### src/rtl/mem_op_sequencer_pkg.sv
// mem_op_sequencer_pkg
// Shared controller header for the memory-operand instruction sequencer.
// It holds the operation class codes from the memory decoder, the
// sequencer FSM state encoding, the immediate-fetch timeout value and a
// small helper that classifies an operation code.
package mem_op_sequencer_pkg;

    // Operation class codes carried on state_control
    localparam logic [1:0] OP_NOP  = 2'b00;
    localparam logic [1:0] OP_LOAD = 2'b01;
    localparam logic [1:0] OP_ADD  = 2'b10;
    localparam logic [1:0] OP_RSVD = 2'b11;

    // One-hot write enable for register A, the fixed target of an add
    localparam logic [3:0] REG_A_ONEHOT = 4'b0001;

    // Wait-counter value at which an outstanding immediate fetch gives up
    localparam logic [3:0] FETCH_TIMEOUT = 4'd15;

    // Sequencer FSM states
    typedef enum logic [1:0] {
        ST_IDLE  = 2'b00,
        ST_FETCH = 2'b01,
        ST_EXEC  = 2'b10,
        ST_DONE  = 2'b11
    } seq_state_e;

    // Only load and add need an immediate byte; the other two codes are
    // unsupported and go straight to DONE with the illegal flag raised.
    function automatic logic needsImmediate(input logic [1:0] op);
        return (op != OP_NOP) && (op != OP_RSVD);
    endfunction

endpackage

### src/rtl/mem_op_sequencer_imm_adder.sv
// imm_adder
// Adds a register-bank byte to the fetched immediate and produces the
// flags an add instruction records.
// Ports:
//   a     in  8  register-bank operand
//   b     in  8  immediate operand
//   sum   out 8  (a + b) modulo 256
//   carry out 1  bit 8 of the 9-bit sum
//   zero  out 1  wrapped sum equals zero
module imm_adder (
    input  logic [7:0] a,
    input  logic [7:0] b,
    output logic [7:0] sum,
    output logic       carry,
    output logic       zero
);

    // Widen both operands so the carry falls out as the ninth bit
    assign {carry, sum} = {1'b0, a} + {1'b0, b};
    assign zero         = (sum == 8'd0);

endmodule

### src/rtl/mem_op_sequencer.sv
// mem_op_sequencer
// Sequences one decoded memory-operand instruction: it latches the decoded
// fields, fetches an immediate byte from program memory (with a bounded
// wait), then either loads the byte into a register or adds it to a bank
// register into A, and finally signals completion.
// Ports:
//   clk                  in  1  rising-edge clock
//   rst                  in  1  asynchronous active-high reset
//   start                in  1  decoded instruction valid pulse
//   state_control        in  2  operation class
//   destination_reg_flag in  4  one-hot load target (A=bit0 .. D=bit3)
//   bank_out_sel         in  2  register-bank read select
//   mem_data             in  8  immediate byte from program memory
//   mem_ready            in  1  mem_data valid this cycle
//   bank_data            in  8  register-bank read data
//   mem_rd               out 1  immediate read request (FETCH)
//   pc_inc               out 1  program-counter increment strobe
//   bank_sel             out 2  latched bank select
//   reg_we               out 4  one-hot register write enable (EXEC only)
//   reg_wdata            out 8  register write data (EXEC only)
//   carry                out 1  carry flag from the last add
//   zero                 out 1  zero flag from the last add
//   busy                 out 1  sequencer not idle
//   done                 out 1  instruction complete pulse
//   fetch_err            out 1  immediate fetch timeout pulse
//   illegal              out 1  unsupported operation pulse
module mem_op_sequencer
    import mem_op_sequencer_pkg::*;
(
    input  logic       clk,
    input  logic       rst,
    input  logic       start,
    input  logic [1:0] state_control,
    input  logic [3:0] destination_reg_flag,
    input  logic [1:0] bank_out_sel,
    input  logic [7:0] mem_data,
    input  logic       mem_ready,
    input  logic [7:0] bank_data,
    output logic       mem_rd,
    output logic       pc_inc,
    output logic [1:0] bank_sel,
    output logic [3:0] reg_we,
    output logic [7:0] reg_wdata,
    output logic       carry,
    output logic       zero,
    output logic       busy,
    output logic       done,
    output logic       fetch_err,
    output logic       illegal
);

    seq_state_e state_q, state_d;

    logic [1:0] opCode_q;
    logic [3:0] destFlag_q;
    logic [1:0] bankSel_q;
    logic [7:0] imm_q;
    logic [3:0] waitCnt_q;
    logic       carry_q;
    logic       zero_q;

    logic       latchFields;
    logic       captureImm;
    logic       clearWait;
    logic       incWait;
    logic       updateFlags;

    logic [7:0] addSum;
    logic       addCarry;
    logic       addZero;

    imm_adder u_imm_adder (
        .a     (bank_data),
        .b     (imm_q),
        .sum   (addSum),
        .carry (addCarry),
        .zero  (addZero)
    );

    // State register
    always_ff @(posedge clk or posedge rst) begin
        if (rst) begin
            state_q <= ST_IDLE;
        end else begin
            state_q <= state_d;
        end
    end

    // Next-state and output decode. pc_inc and fetch_err are Mealy on
    // mem_ready so the PC advances in the same cycle the byte is consumed.
    always_comb begin
        state_d     = state_q;
        mem_rd      = 1'b0;
        pc_inc      = 1'b0;
        reg_we      = 4'b0000;
        reg_wdata   = 8'h00;
        done        = 1'b0;
        fetch_err   = 1'b0;
        illegal     = 1'b0;
        latchFields = 1'b0;
        captureImm  = 1'b0;
        clearWait   = 1'b0;
        incWait     = 1'b0;
        updateFlags = 1'b0;

        case (state_q)
            ST_IDLE: begin
                if (start) begin
                    latchFields = 1'b1;
                    clearWait   = 1'b1;
                    state_d     = needsImmediate(state_control) ? ST_FETCH : ST_DONE;
                end
            end
            ST_FETCH: begin
                mem_rd = 1'b1;
                pc_inc = mem_ready;
                if (mem_ready) begin
                    captureImm = 1'b1;
                    state_d    = ST_EXEC;
                end else if (waitCnt_q == FETCH_TIMEOUT) begin
                    fetch_err = 1'b1;
                    state_d   = ST_IDLE;
                end else begin
                    incWait = 1'b1;
                end
            end
            ST_EXEC: begin
                // Only load and add ever reach EXEC
                if (opCode_q == OP_ADD) begin
                    reg_we      = REG_A_ONEHOT;
                    reg_wdata   = addSum;
                    updateFlags = 1'b1;
                end else begin
                    reg_we    = destFlag_q;
                    reg_wdata = imm_q;
                end
                state_d = ST_DONE;
            end
            ST_DONE: begin
                done    = 1'b1;
                illegal = !needsImmediate(opCode_q);
                state_d = ST_IDLE;
            end
            default: begin
                state_d = ST_IDLE;
            end
        endcase
    end

    // Latched instruction fields, immediate, wait counter and flags
    always_ff @(posedge clk or posedge rst) begin
        if (rst) begin
            opCode_q   <= OP_NOP;
            destFlag_q <= 4'b0000;
            bankSel_q  <= 2'b00;
            imm_q      <= 8'h00;
            waitCnt_q  <= 4'd0;
            carry_q    <= 1'b0;
            zero_q     <= 1'b0;
        end else begin
            if (latchFields) begin
                opCode_q   <= state_control;
                destFlag_q <= destination_reg_flag;
                bankSel_q  <= bank_out_sel;
            end
            if (clearWait) begin
                waitCnt_q <= 4'd0;
            end else if (incWait) begin
                waitCnt_q <= waitCnt_q + 4'd1;
            end
            if (captureImm) begin
                imm_q <= mem_data;
            end
            if (updateFlags) begin
                carry_q <= addCarry;
                zero_q  <= addZero;
            end
        end
    end

    assign bank_sel = bankSel_q;
    assign carry    = carry_q;
    assign zero     = zero_q;
    assign busy     = (state_q != ST_IDLE);

endmodule

### config.mk
export PLATFORM = sky130hd
export DESIGN_NAME = mem_op_sequencer
export DESIGN_NICKNAME = d
export VERILOG_FILES = /design/src/rtl/mem_op_sequencer_pkg.sv /design/src/rtl/mem_op_sequencer_imm_adder.sv /design/src/rtl/mem_op_sequencer.sv
export SDC_FILE = /design/constraint.sdc
export NUM_CORES = 1
export LEC_CHECK = 0
export CAP_MARGIN = 25
export CORE_MARGIN = 2
export CORE_UTILIZATION = 25
export DETAILED_ROUTE_END_ITERATION = 7
export PLACE_DENSITY = 0.46
export SYNTH_ARGS = -nofsm -noshare
export SYNTH_HDL_FRONTEND = slang
export SYNTH_SLANG_ARGS = --single-unit
### constraint.sdc
create_clock -name clk -period 7.55 [get_ports clk]
set_input_delay 1.51 -clock clk [delete_from_list [all_inputs] [get_ports clk]]
set_output_delay 1.51 -clock clk [all_outputs]
set_load 0.1 [all_outputs]
==> results of run 1 <==
through the flow:
step / hold slack, ns / utilization (%) / instances
floorplan: 0.4720 / - / 150
global placement: 0.4830 / 35.50 / 272
detailed placement: 0.4936 / 35.50 / 272
CTS: 0.5143 / 36.44 / 276
global route: 0.5375 / 36.90 / 277
finish: 0.5123 / 36.90 / 277
registers in the layout (all words and copies together) (netlist names):
signal / cells
bank_sel: 2
waitCnt_q: 4
state_q: 2
opCode_q: 2
zero: 1
carry: 1
imm_q: 8
destFlag_q: 4
cell type report:
| class | count | area [um2] | share of cell area (%) |
|---|---|---|---|
| tap | 75 | 93.84 | 4.320 |
| timing repair buffer | 50 | 518.0 | 23.85 |
| sequential | 24 | 600.6 | 27.65 |
| multi-input combinational | 115 | 870.8 | 40.09 |
| clock buffer | 4 | 55.05 | 2.535 |
| inverter | 9 | 33.78 | 1.555 |
cells in the mapped netlist (2+ instances only):
cell type / instances
dfrtp_1: 24
nor2_1: 17
mux2_2: 14
ha_1: 10
inv_1: 9
nand2_1: 8
o21ai_0: 8
a21oi_1: 7
and3_1: 5
mux2i_1: 5
or2_2: 4
xnor2_1: 4
and2_1: 3
nand3_1: 3
xor2_1: 3
a211oi_2: 2
nand2b_1: 2
or3_1: 2
metal layers:
layer  wire, um  vias to the layer above
met2       1745                       40
met1       1897                      598
met3        205                        2
li1           -                      635
met4         13                        0
met5          0                        -
worst max-delay path: stages:
cell and delay [ns]:
clkdlybuf4s50_1 0.41, ha_1 0.24, fa_1 0.40, nand3_1 0.10
a21boi_0 0.13, o21ba_2 0.25, or3_1 0.34, a21oi_1 0.14
clkdlybuf4s50_1 1.15
worst max-delay path by stage:
stage                       startpoint           end  depth (start not counted)
after floorplan           bank_data[0]  reg_wdata[6]                          7
after global placement    bank_data[0]  reg_wdata[6]                          9
after detailed placement  bank_data[0]  reg_wdata[6]                          9
after CTS                 bank_data[0]  reg_wdata[6]                          9
after global routing      bank_data[0]  reg_wdata[6]                          9
final                     bank_data[0]  reg_wdata[6]                          9
kinds of logic after synthesis:
family / count (synthesis) / share of synthesized area [%]
AO/OA/AOI/OAI: 27 / 12.79
XOR/XNOR: 7 / 4.043
multiplexers: 19 / 13.70
adder cells (fa/ha/maj): 11 / 9.571
flip-flops: 24 / 39.60
AND/OR/NAND/NOR: 51 / 17.33
buffers and inverters: 11 / 2.970
==> results.sh, run 1 <==
export IMPL_layout_commonest_cell="clkdlybuf4s50_1"
export IMPL_synth_seq_area_share_pct=39.60
export IMPL_finish_instance_area_um2=2172
export IMPL_grt_max_degree=25
export IMPL_ys_async_sr_fraction_pct=100.0
export IMPL_detail_route_iter0_violations=38
export IMPL_starting_density_of_the_core_pct=25.77
export IMPL_most_common_layout_cells="clkdlybuf4s50_1 (49), dfrtp_1 (24), nor2_1 (17)"
export IMPL_fin_nets=242
export IMPL_clock_insertion_delay_worst_skew_ns=0.26
export IMPL_final_critical_path_setup_slack_ns=1.362
export IMPL_die_area_um2=6705
export IMPL_tritoncts="yes"
export IMPL_report_final_slew_viol_count=0
export IMPL_min_path_cells=1
export IMPL_cts_htree_levels=1
export IMPL_r2r_end="zero"
export IMPL_grt_overflow_total=0
export IMPL_cts_sink_count=24
export IMPL_worstRegToRegCells=7
export IMPL_core_um2=5886
export IMPL_synth_fp_nets=189
export IMPL_grt_antenna_before_repair=0
export IMPL_n_fill_cell=602
export IMPL_grt_pass1_wl_um=6292
export IMPL_ant_nets=0
export IMPL_critical_path_class="in -> out"
export IMPL_max_cap_violations=0
export IMPL_synth_area_top_cells="dfrtp_1 (40%), mux2_2 (10%), ha_1 (8.3%)"
export IMPL_routed_wirelength_um=3861
export IMPL_drt_pass1_iterations=4
export IMPL_outcome="finished clean"
export IMPL_totalNegativeSetupSlack_ns=0
export IMPL_antenna_cells_inserted=0
export IMPL_ys_types=38
export IMPL_die_width_um=81.89
export IMPL_cts_root_buf="clkbuf_8"
export IMPL_groute_layer_met1_usage_pct=16.31
export IMPL_route_detailed_drc=0
export IMPL_cts_post_setup_buffers_inserted=0
export IMPL_crit_required_ns=6.04
export IMPL_ff2ff_setup_slack_ns=5.39
export IMPL_groute_layer_met3_usage_pct=2.308
export IMPL_report_final_hold_viol_count=0
export IMPL_post_synth_top_area_cell="dfrtp_1"
export IMPL_groute_usage_overall_pct=12.13
export IMPL_cts_root_to_sink_buffers=2
export IMPL_max_slew_margin_rel_pct=33.99
export IMPL_grt_pass1_vias=1341
export IMPL_cts_clk_slew_worst_paths_ns=0.08
export IMPL_cts_buffers_inserted=3
export IMPL_final_layout_size_suffix_gt1_share_pct=14.85
export IMPL_setup_repair_after_global_routing_missed_its_margin="no"
export IMPL_die_h_um=81.89
export IMPL_detailed_place_hpwl_um=2970
export IMPL_synthesis_area_um2=1516
export IMPL_fmax_mhz=161.6
export IMPL_placedInstanceArea_um2=2090
export IMPL_timing_critical_path_from_type="input port"
export IMPL_io_buffers=49
export IMPL_gpl_final_weighted_congestion=0.8872
export IMPL_synth_warning_count=0
export IMPL_min_from="destFlag_q[3]"
export IMPL_r2r_start="imm_q[0]"
export IMPL_holdBufCountCts=0
export IMPL_vias_per_cell=4.603
export IMPL_wl_per_cell_um=13.94
export IMPL_timing_clock_skew_ns=0.001742
export IMPL_synth_cells=150
export IMPL_post_cts_resized=0
export IMPL_worst_slew_pin_slew_ns=0.9871
export IMPL_grt_met2_usage_pct=20.08
export IMPL_synth_main_ff_cell="dfrtp_1"
export IMPL_dp_slack_ns=1.372
export IMPL_hold_path_endpoint="destFlag_q[3]"
export IMPL_floorplan_rows=28
export IMPL_total_of_flip_flops_plus_latches_after_synthesis=24
export IMPL_syn2layout_area_growth_pct=43.23
export IMPL_min_path_type="reg -> reg"
export IMPL_syn_avg_cell_area_um2=10.11
export IMPL_timing_critical_path_to_type="output pin"
export IMPL_io_pins=50
export IMPL_dr_total_vias=1275
export IMPL_crit_path_max_fanout=3
export IMPL_final_min_clock_period_ns=6.188
export IMPL_period_share_pct=81.97
export IMPL_synthDominantCellAreaShare_pct=39.60
export IMPL_grt_busiest_layer="met2"
export IMPL_synth_enable_flop_cells=0
export IMPL_timing_critical_path_arrival_ns=4.68
export IMPL_total_setup_violations_reported_at_the_end_of_the_flow=0
Power of run 1 is left out: the tool's default activity adds up to more than one toggle a clock period on the data nets, which glitch-free logic cannot reach.
==> run 2, diff against run 1 <==
--- a/config.mk
+++ b/config.mk
@@ -9,7 +9,7 @@
 export CORE_MARGIN = 2
 export CORE_UTILIZATION = 25
 export DETAILED_ROUTE_END_ITERATION = 7
-export PLACE_DENSITY = 0.46
+export PLACE_DENSITY = 0.48
 export SYNTH_ARGS = -nofsm -noshare
 export SYNTH_HDL_FRONTEND = slang
 export SYNTH_SLANG_ARGS = --single-unit
==> constraint.sdc (replaced) <==
create_clock -name clk -period 5.4 [get_ports clk]
set_input_delay 1.08 -clock clk [delete_from_list [all_inputs] [get_ports clk]]
set_output_delay 1.08 -clock clk [all_outputs]
set_load 0.1 [all_outputs]
==> results.sh, run 2 (synthesis gave the netlist of run 1 again) <==
export IMPL_final_layout_size_suffix_gt1_share_pct=19.70
export IMPL_io_buffers=49
export IMPL_min_path_cells=1
export IMPL_report_final_slew_viol_count=0
export IMPL_drt_pass1_iterations=4
export IMPL_cts_post_setup_buffers_inserted=0
export IMPL_min_path_type="reg -> reg"
export IMPL_grt_pass1_wl_um=6410
export IMPL_io_pins=50
export IMPL_cts_buffers_inserted=3
export IMPL_cts_root_buf="clkbuf_8"
export IMPL_largest_register="imm_q"
export IMPL_report_final_hold_viol_count=0
export IMPL_timing_critical_path_arrival_ns=3.40
export IMPL_detailed_place_hpwl_um=2904
export IMPL_core_um2=5886
export IMPL_layout_commonest_cell="clkdlybuf4s50_1"
export IMPL_outcome="finished clean"
export IMPL_clock_insertion_delay_worst_skew_ns=0.27
export IMPL_die_h_um=81.89
export IMPL_route_detailed_drc=0
export IMPL_crit_required_ns=4.32
export IMPL_largestRegisters="imm_q: 8 flops, destFlag_q: 4 flops, waitCnt_q: 4 flops"
export IMPL_groute_usage_overall_pct=12.76
export IMPL_vias_per_cell=4.586
export IMPL_period_share_pct=83.01
export IMPL_grt_pass1_vias=1324
export IMPL_gpl_final_weighted_congestion=0.8239
export IMPL_ff2ff_setup_slack_ns=3.24
export IMPL_antenna_cells_inserted=0
export IMPL_die_area_um2=6705
export IMPL_setup_repair_after_global_routing_missed_its_margin="no"
export IMPL_timing_critical_path_from_type="input port"
export IMPL_total_setup_violations_reported_at_the_end_of_the_flow=0
export IMPL_largest_register_ff_count=8
export IMPL_timing_clock_skew_ns=0.001360
export IMPL_cts_htree_levels=1
export IMPL_fmax_mhz=223.1
export IMPL_min_from="destFlag_q[3]"
export IMPL_worst_slew_pin_slew_ns=0.9734
export IMPL_floorplan_rows=28
export IMPL_worstPathCellList="clkdlybuf4s50_1 -> ha_1 -> fa_1 -> nand3_1 -> a21boi_0 -> o21ba_2 -> or3_1 -> a21oi_1 -> buf_4"
export IMPL_ant_nets=0
export IMPL_worstRegToRegCells=7
export IMPL_syn2layout_area_growth_pct=43.32
export IMPL_holdBufCountCts=0
export IMPL_routed_wirelength_um=3837
export IMPL_max_slew_margin_rel_pct=34.91
export IMPL_hold_path_endpoint="destFlag_q[3]"
export IMPL_critical_path_class="in -> out"
export IMPL_dr_total_vias=1275
export IMPL_cts_root_to_sink_buffers=2
export IMPL_r2r_end="zero"
export IMPL_fin_nets=243
export IMPL_crit_path_max_fanout=3
export IMPL_cts_sink_count=24
export IMPL_most_common_layout_cells="clkdlybuf4s50_1 (40), dfrtp_1 (24), nor2_1 (17)"
export IMPL_tritoncts="yes"
export IMPL_cts_clk_slew_worst_paths_ns=0.09
export IMPL_grt_max_degree=18
export IMPL_wl_per_cell_um=13.80
export IMPL_grt_antenna_before_repair=0
export IMPL_dp_slack_ns=0.9219
export IMPL_final_min_clock_period_ns=4.482
export IMPL_grt_overflow_total=0
export IMPL_starting_density_of_the_core_pct=25.77
export IMPL_r2r_start="imm_q[0]"
export IMPL_die_width_um=81.89
export IMPL_final_critical_path_setup_slack_ns=0.9176
export IMPL_slowest_stage_delay_cp_ns=0.41
export IMPL_post_cts_resized=0
export IMPL_totalNegativeSetupSlack_ns=0
export IMPL_timing_critical_path_to_type="output pin"
export IMPL_critical_path_slowest_cell="fa_1"
export IMPL_max_cap_violations=0
export IMPL_detail_route_iter0_violations=43
-- run 2: cell count changes in the layout (fill, tap and decap cells not counted), sizes merged --
cell,delta
buf,+10
clkbuf,-1
bufinv,+1
clkdlybuf4s50,-9
-- run 2: routing by layer --
layer | share of wire (%) | vias to the layer above | track usage, %
li1 | - | 634 | -
met1 | 44 | 612 | 16.14
met2 | 49 | 27 | 21.71
met3 | 6.2 | 2 | 3.626
met4 | 0.60 | 0 | 2.500
met5 | 0 | - | 0
-- run 2: critical path, delay by kind of cell --
kind / cells / cell delay [ns]
AOI/OAI and AO/OA: 3 / 0.51
and+or+nand+nor: 2 / 0.45
buffers and inverters: 2 / 0.71
adders and majority gates: 2 / 0.65
-- run 2: worst max path at each step --
| stage | startpoint | to | cells past startpoint |
|---|---|---|---|
| finish | bank_data[0] | reg_wdata[6] | 9 |
| global route | bank_data[0] | reg_wdata[6] | 9 |
| CTS | bank_data[0] | reg_wdata[6] | 9 |
| detailed placement | bank_data[0] | reg_wdata[6] | 9 |
| global placement | bank_data[0] | reg_wdata[6] | 9 |
| floorplan | bank_data[0] | reg_wdata[6] | 7 |
-- run 2: per-stage QoR --
stage	util, %	area [um2]	instances	hold WS (ns)
2_1_floorplan	-	1516	150	0.4720
3_3_place_gp	35.12	2067	272	0.4816
3_5_place_dp	35.59	2095	273	0.4876
4_1_cts	36.80	2166	277	0.5116
5_1_grt	36.93	2173	278	0.5310
6_report	36.93	2173	278	0.5058
-- run 2: final cells by class --
type / count / area [um2]
sequential: 24 / 600.6
fill: 626 / 3712
timing repair buffer: 51 / 503.0
clock buffer: 3 / 41.29
multi-input combinational: 115 / 870.8
inverter: 9 / 33.78
clock inverter: 1 / 30.03
tap: 75 / 93.84
Power of run 2 is left out for the same reason.
